--- src/rtl/pll_reset_pkg.sv ---
// Shared definitions for the PLL reset sequencer: FSM encoding, loss counter
// width and the qualification/hold counter width helper.
package pll_reset_pkg;

  typedef enum logic [1:0] {
    WAIT_LOCK = 2'd0,
    STABLE    = 2'd1,
    RUN       = 2'd2,
    HOLD      = 2'd3
  } state_t;

  localparam int LOSS_COUNT_W = 8;

  // Wide enough to reach the larger terminal count; never narrower than 1 bit
  // so STABLE_CYCLES = HOLD_CYCLES = 1 still yields a legal vector.
  function automatic int cnt_width(input int stable_cycles, input int hold_cycles);
    int max_cycles;
    max_cycles = (stable_cycles > hold_cycles) ? stable_cycles : hold_cycles;
    return (max_cycles > 1) ? $clog2(max_cycles) : 1;
  endfunction

endpackage

--- src/rtl/sync_ff.sv ---
// N-stage single-bit synchroniser with asynchronous active-high reset.
// Usable for any level signal crossing into clock_in's domain.
module sync_ff #(
  parameter int STAGES = 2
) (
  input  logic clock_in,
  input  logic rst_in,
  input  logic data_in,
  output logic data_out
);

  logic [STAGES-1:0] chain;

  // NOTE: non-blocking assignments let every stage sample its predecessor's
  // old value, which is what makes this a shift chain rather than a wire.
  always_ff @(posedge clock_in or posedge rst_in) begin
    if (rst_in) begin
      chain <= '0;
    end else begin
      chain <= {chain[STAGES-2:0], data_in};
    end
  end

  assign data_out = chain[STAGES-1];

endmodule

--- src/rtl/pll_reset_sequencer.sv ---
// Qualifies PLL lock in the generated clock domain and sequences the user
// reset: release after sustained lock, reassert and hold on any lock loss.
module pll_reset_sequencer
  import pll_reset_pkg::*;
#(
  parameter int SYNC_STAGES   = 2,
  parameter int STABLE_CYCLES = 1024,
  parameter int HOLD_CYCLES   = 16
) (
  input  logic                    clock_in,
  input  logic                    rst_in,
  input  logic                    pll_lock_in,
  output logic                    rst_out,
  output logic                    ready_out,
  output logic [1:0]              state_out,
  output logic [LOSS_COUNT_W-1:0] loss_count
);

  localparam int               CNT_W       = cnt_width(STABLE_CYCLES, HOLD_CYCLES);
  localparam logic [CNT_W-1:0] STABLE_LAST = CNT_W'(STABLE_CYCLES - 1);
  localparam logic [CNT_W-1:0] HOLD_LAST   = CNT_W'(HOLD_CYCLES - 1);

  logic             lock_s;
  state_t           state;
  state_t           state_nxt;
  logic [CNT_W-1:0] cnt;
  logic [CNT_W-1:0] cnt_nxt;
  logic             loss_inc;

  sync_ff #(
    .STAGES (SYNC_STAGES)
  ) u_lock_sync (
    .clock_in (clock_in),
    .rst_in   (rst_in),
    .data_in  (pll_lock_in),
    .data_out (lock_s)
  );

  always_comb begin
    // NOTE: every output of this block gets a default first, so no branch
    // leaves a signal unassigned and no latch is inferred.
    state_nxt = state;
    cnt_nxt   = cnt + 1'b1;
    loss_inc  = 1'b0;
    unique case (state)
      WAIT_LOCK: if (lock_s) state_nxt = STABLE;
      STABLE: begin
        if (!lock_s)                 state_nxt = WAIT_LOCK;
        else if (cnt == STABLE_LAST) state_nxt = RUN;
      end
      RUN: begin
        if (!lock_s) begin
          state_nxt = HOLD;
          loss_inc  = 1'b1;
        end
      end
      HOLD: if (cnt == HOLD_LAST) state_nxt = WAIT_LOCK;
      default: state_nxt = WAIT_LOCK;
    endcase
    // Any state change (glitch, release, loss, hold expiry) restarts the count.
    if (state_nxt != state) cnt_nxt = '0;
  end

  // Outputs follow the next state so rst_out/ready_out change on the same
  // edge as the transition; rst_in forces rst_out high without a clock.
  always_ff @(posedge clock_in or posedge rst_in) begin
    if (rst_in) begin
      state      <= WAIT_LOCK;
      cnt        <= '0;
      rst_out    <= 1'b1;
      ready_out  <= 1'b0;
      loss_count <= '0;
    end else begin
      state     <= state_nxt;
      cnt       <= cnt_nxt;
      rst_out   <= (state_nxt != RUN);
      ready_out <= (state_nxt == RUN);
      if (loss_inc && (loss_count != '1)) loss_count <= loss_count + 1'b1;
    end
  end

  assign state_out = state;

endmodule

--- config.mk ---
export PLATFORM = sky130hd
export DESIGN_NAME = pll_reset_sequencer
export DESIGN_NICKNAME = d
export VERILOG_FILES = /design/src/rtl/pll_reset_pkg.sv /design/src/rtl/sync_ff.sv /design/src/rtl/pll_reset_sequencer.sv
export SDC_FILE = /design/constraint.sdc
export NUM_CORES = 1
export LEC_CHECK = 0
export CORE_ASPECT_RATIO = 1.75
export CORE_UTILIZATION = 45
export DETAILED_ROUTE_END_ITERATION = 10
export PLACE_DENSITY = 0.7
export REMOVE_ABC_BUFFERS = 1
export SYNTH_ARGS = -nofsm -noshare
export SYNTH_HDL_FRONTEND = slang
export SYNTH_SLANG_ARGS = --single-unit
--- constraint.sdc ---
create_clock -name clock_in -period 1.7 [get_ports clock_in]
set_clock_uncertainty 0.2 [all_clocks]
set_input_delay 0.34 -clock clock_in [delete_from_list [all_inputs] [get_ports clock_in]]
set_output_delay 0.34 -clock clock_in [all_outputs]
set_load 0.01 [all_outputs]
== Word level (Yosys, flattened, before mapping) ==
Cells that the tools add are included.

* Bits in registers: 24
* Bits in latches: 0
* Bits in writable memories: 0
* Bits in read-only memories: 0
* Input bits: 3
* Output and inout bits: 12
* Word-level logic and storage cells: 28
* Memories kept: 0

* Add/sub/neg operators: 2
* Multiply operators: 0
* Div/mod/pow operators: 0
* Order comparisons: 0
* Equal/unequal tests: 9
* Shift-type cells: 0
* Mux-type cells: 9
* Bitwise logic cells: 0
* Reductions and logical operators: 2

{| class="wikitable"
|+ Operators with widths
! operator !! count
|-
| $add 10x1->10 const B || 1
|-
| $eq 10x10->1 const B || 1
|-
| $eq 10x4->1 const B || 1
|-
| $mux 10 || 1
|-
| $mux 2 || 5
|-
| $add 8x1->8 const B || 1
|-
| $ne 8x8->1 const B || 1
|-
| $pmux 2 s4 || 1
|-
| $eq 2x2->1 const B || 3
|-
| $eq 2x1->1 const B || 1
|-
| $logic_not 2->1 || 1
|-
| $mux 1 || 2
|-
| $ne 2x2->1 || 1
|-
| $ne 2x2->1 const B || 1
|-
| $logic_and 1x1->1 || 1
|}

== Depth between registers and ports, before layout ==
* Depth in word-level cells: 6
* Gate-level depth with buffers: 5
* Mapped depth without buffers: 5

== Hierarchy ==
A second synthesis with hierarchy kept.

* Cell total of the unflattened synthesis: 107
* Area, all modules: 1,126.1 um^2

{| class="wikitable"
|+ By module, submodules not included
! module !! times used !! cells an instance !! area an instance (um^2) !! seq. area each (um^2)
|-
| pll_reset_sequencer || 1 || 104 || 1,072.3 || 551.8
|-
| sync_ff || 1 || 3 || 53.8 || 50.0
|}

== Worst setup path after synthesis ==
OpenSTA, ideal clock, no wires.

* Path kind: register to register
* From: register state[0] (netlist: state_out[0])
* To: register loss_count[1]
* Library setup time: 0.128 ns
* Data arrival time: 1.517 ns
* Data required time: 1.372 ns
* Path slack: -0.144 ns
* Stages on the path, launching flop included: 5
* Buffers on the path: 1
* Clock period less this slack: 1.844 ns
* Path through: dfrtp_1 -> buf_2 -> or3b_4 -> a31oi_4 -> mux2_1

* Word-level cells in the longest chain between the ends: 3

{| class="wikitable"
|+ Ends and longest elaborated chain
! item !! RTL line !! text
|-
| start: declaration || pll_reset_sequencer.sv:24 || <nowiki>state_t state;</nowiki>
|-
| start signal: assignment || pll_reset_sequencer.sv:74 || <nowiki>state <= state_nxt;</nowiki>
|-
| $eq 2x2->1 || pll_reset_sequencer.sv:45 || <nowiki>unique case (state)</nowiki>
|-
| $mux 1 || pll_reset_sequencer.sv:45 ||
|-
| $logic_and 1x1->1 || pll_reset_sequencer.sv:78 || <nowiki>if (loss_inc && (loss_count != '1)) loss_count <= loss_count + 1'b1;</nowiki>
|-
| end signal: assignment || pll_reset_sequencer.sv:78 ||
|-
| end: declaration || pll_reset_sequencer.sv:16 || <nowiki>output logic [LOSS_COUNT_W-1:0] loss_count</nowiki>
|}

Every way passes these cells.
A chain may end at the register's enable or synchronous reset.

== Worst setup path in the final report ==
* From: register loss_count[0]
* To: register loss_count[1]

* Word-level cells in the longest chain between the ends: 2
* Elaborated cells between the ends (all ways): 3
* Those cells by class: add/sub (1); eq/ne (1); reduce/logical (1)

{| class="wikitable"
|+ Ends and longest elaborated chain
! item
|-
| branches (longest 2 deep; another with $add 8x1->8)
|}

Parallel ways; which one is timed is not known.

==> impl_metrics.env <==
export IMPL_drtPass1Iterations=4
export IMPL_routed_via_density=5.36
export IMPL_synth_area_per_cell_um2=11.0
export IMPL_period_needed_ps=1730
export IMPL_p_total_mw=1.23
export IMPL_layout_drive_gt1_share_pct=32.4
export IMPL_cts_sinks=24
export IMPL_use_met3_pct=4.55
export IMPL_post_route_drc_count=0
export IMPL_globalplace_congestion=0.755
export IMPL_maxSlewViolCount=0
export IMPL_cp_required_ps=1660
export IMPL_synthArstFlopShare_pct=100
export IMPL_drtIter0Drc=19
export IMPL_worst_slack_ps=-31.0
export IMPL_p_switching_mw=0.259
export IMPL_yosys_top_cells_count="dfrtp_1, xnor2_1, nand2_1"
export IMPL_cap_viol_max_count=0
export IMPL_grt_pass1_wl_um=3850
export IMPL_clk_pin_slew_ps=80
export IMPL_crit_type="reg2reg"
export IMPL_p_leak_nw=0.805
export IMPL_nets=151
export IMPL_cp_max_fo=8
export IMPL_multiInputGateArea_um2=583
export IMPL_synth_most_common_cell="dfrtp_1"
export IMPL_cts_tree="built"
export IMPL_pwr_share_clk_pct=41.4
export IMPL_clock_latency_ps=270
export IMPL_status="complete, but fails checks"
export IMPL_ys_seq_elements=24
export IMPL_wl_per_cell_um=14.9
export IMPL_num_rows=23
export IMPL_met1_usage_pct=23.0
export IMPL_grt_max_degree=25
export IMPL_clock_root_buffer="clkbuf_8"
export IMPL_ys_warn_count=0
export IMPL_vias=912
export IMPL_setup_worst_path_start_class="flip-flop"
export IMPL_synth_area_leader_cell="dfrtp_1"
export IMPL_coreArea_um2=2330
export IMPL_initial_core_util_pct=48.0
export IMPL_seq_power_share_pct=48.5
export IMPL_dieWidth_um=39.7
export IMPL_fin_crit_sh_pct=102
export IMPL_ctsHtreeMaxLevel=1
export IMPL_final_hold_violation_count=0
export IMPL_p_int_mw=0.971
export IMPL_synth_top_cell_area_share_pct=51.5
export IMPL_violations="setup timing"
export IMPL_yosysSeqAreaShare_pct=53.8
export IMPL_port_buffers=14
export IMPL_numCtsBuffers=3
export IMPL_seqCellArea_um2=602
export IMPL_ir_worst_vdd_v=0.000686
export IMPL_grt_met2_usage_pct=38.3
export IMPL_netlist_instances=102
export IMPL_setup_viol_count_final=3
export IMPL_antenna_found_initial=0
export IMPL_hpwlAfterDp_um=1600
export IMPL_worstMarginPinSlew_ps=291
export IMPL_ys_types=27
export IMPL_synth_flop_cell="dfrtp_1"
export IMPL_grt_busiest_layer="met2"
export IMPL_syn_area_um2=1120
export IMPL_num_fill_cells=179
export IMPL_dieArea_um2=2700
export IMPL_grt_pass1_vias=914
export IMPL_grt_util_all_layers_pct=21.3
export IMPL_fmaxAchievable_ghz=0.578
export IMPL_combPwrFrac_pct=10.1
export IMPL_num_io_pins=15
export IMPL_postRouteAntennaNets=0
export IMPL_grt_overflow=0
export IMPL_syn2layout_area_growth_pct=47.5
export IMPL_fin_util_pct=70.8
export IMPL_rsz0062_at_grt="yes"
export IMPL_antenna_cells=0
export IMPL_hold_class="reg2reg"
export IMPL_synth_edf_count=0
export IMPL_power_density_nw_per_um2=745
export IMPL_routed_wirelength_um=2540
export IMPL_end_kind="flip-flop"
export IMPL_swShare_pct=21.0
export IMPL_max_slew_margin_rel_pct=80.6
export IMPL_clock_path_buffers=2
export IMPL_die_y_um=68.0
export IMPL_cp_arrival_ps=1690
export IMPL_yosys_top_cells_area="dfrtp_1, xnor2_1, nand2_1, nor3_1, nand4_1"
-- metal layers --
layer | part of all wire [%] | vias to the layer above | wire length (um)
met3 | 2.8 | 2 | 70
met1 | 40 | 456 | 1010
met5 | 0 | - | 0
li1 | - | 440 | -
met2 | 56 | 14 | 1430
met4 | 1.4 | 0 | 36
-- cells by family after synthesis --
family | after synthesis | synth area share (%)
simple gates | 49 | 23.0
flops | 24 | 53.8
xor+xnor | 16 | 12.5
fa+ha+maj | 2 | 2.24
compound gates | 6 | 5.59
mux | 1 | 1.01
buf+inv | 4 | 1.79
-- sequential cells by signal (all words and copies together), names as in the netlist --
register,cells
state_out,2
rst_out,1
cnt,10
u_lock_sync.chain,2
ready_out,1
loss_count,8
-- cells in the final DEF, fill, tap and decap left out --
cell	n
and3_1	3
dlygate4sd2_1	11
inv_1	1
nand2_1	11
and4_1	2
buf_4	25
bufinv_16	1
buf_6	2
nand2b_1	1
clkdlybuf4s50_1	2
nor4b_4	1
o21a_1	1
ha_2	1
mux2_4	1
clkbuf_8	3
nor3_1	4
nand3_2	1
nand4_1	6
xnor2_4	1
dlymetal6s2s_1	1
buf_12	1
and3_4	1
nor2_1	8
o221ai_4	1
dfstp_2	1
xnor2_1	11
a31oi_4	1
a22o_1	1
dfrtp_1	23
or3b_4	1
ha_1	1
nor3b_2	1
xor2_1	4
nor2b_1	2
nor3_2	4
o21ai_0	2
nand3_1	3
-- cell type report --
type	instances	share of cell area (%)
Clock inverter	1	1.82
Timing Repair Buffer	42	21.8
Multi-Input combinational cell	74	35.3
Clock buffer	3	2.50
Tap cell	25	1.90
Sequential cell	24	36.5
Inverter	1	0.227
-- power by group through the flow --
stage,logic [mW],registers [mW],clock network [mW]
after global placement,0.0922,0.607,0
after floorplan,0.0411,0.610,0
after CTS,0.0986,0.597,0.517
after detailed placement,0.0949,0.608,0
after global routing,0.138,0.599,0.544
final,0.124,0.597,0.509
-- final timing paths --
kind                                      start                    to  slack (ps)  cells past startpoint
setup / recovery                  loss_count[0]         loss_count[1]         -30                      4
setup reg to reg                  loss_count[0]         loss_count[1]         -30                      4
hold / removal             u_lock_sync.chain[0]  u_lock_sync.chain[1]         160                      0
hold reg to reg            u_lock_sync.chain[0]  u_lock_sync.chain[1]         160                      0
max in group asynchronous                rst_in               rst_out         890                      3
min in group asynchronous                rst_in  u_lock_sync.chain[1]         190                      3
-- worst max-delay path: stages (launching register included) --
cell     delay [ps]
dfrtp_1         400
ha_1            230
and3_4          200
a31oi_4         260
mux2_4          330
-- what timing repair did --
| action | in CTS | in global routing |
|---|---|---|
| cloned | 0 | 1 |
| setup endpoints to repair | 25 | 18 |
| hold buffers | 0 | 0 |
| pin swaps | 1 | 1 |
| resized for setup | 17 | 12 |
| buffers inserted | 4 | 1 |
-- stage by stage --
| step | cell area (um^2) | TNS (ps) | cells | hold WS [ps] | worst slack (ps) |
|---|---|---|---|---|---|
| 2_1_floorplan | 1100 | -234 | 99 | 131 | -106 |
| 4_1_cts | 1570 | -23.4 | 168 | 161 | -23.4 |
| 6_report | 1650 | -49.3 | 170 | 164 | -31.0 |
| 3_3_place_gp | 1450 | -23.1 | 160 | 148 | -15.8 |
| 3_5_place_dp | 1450 | -426 | 160 | 141 | -79.7 |
| 5_1_grt | 1650 | -558 | 170 | 171 | -69.7 |
(Power assumes the default switching activity.)
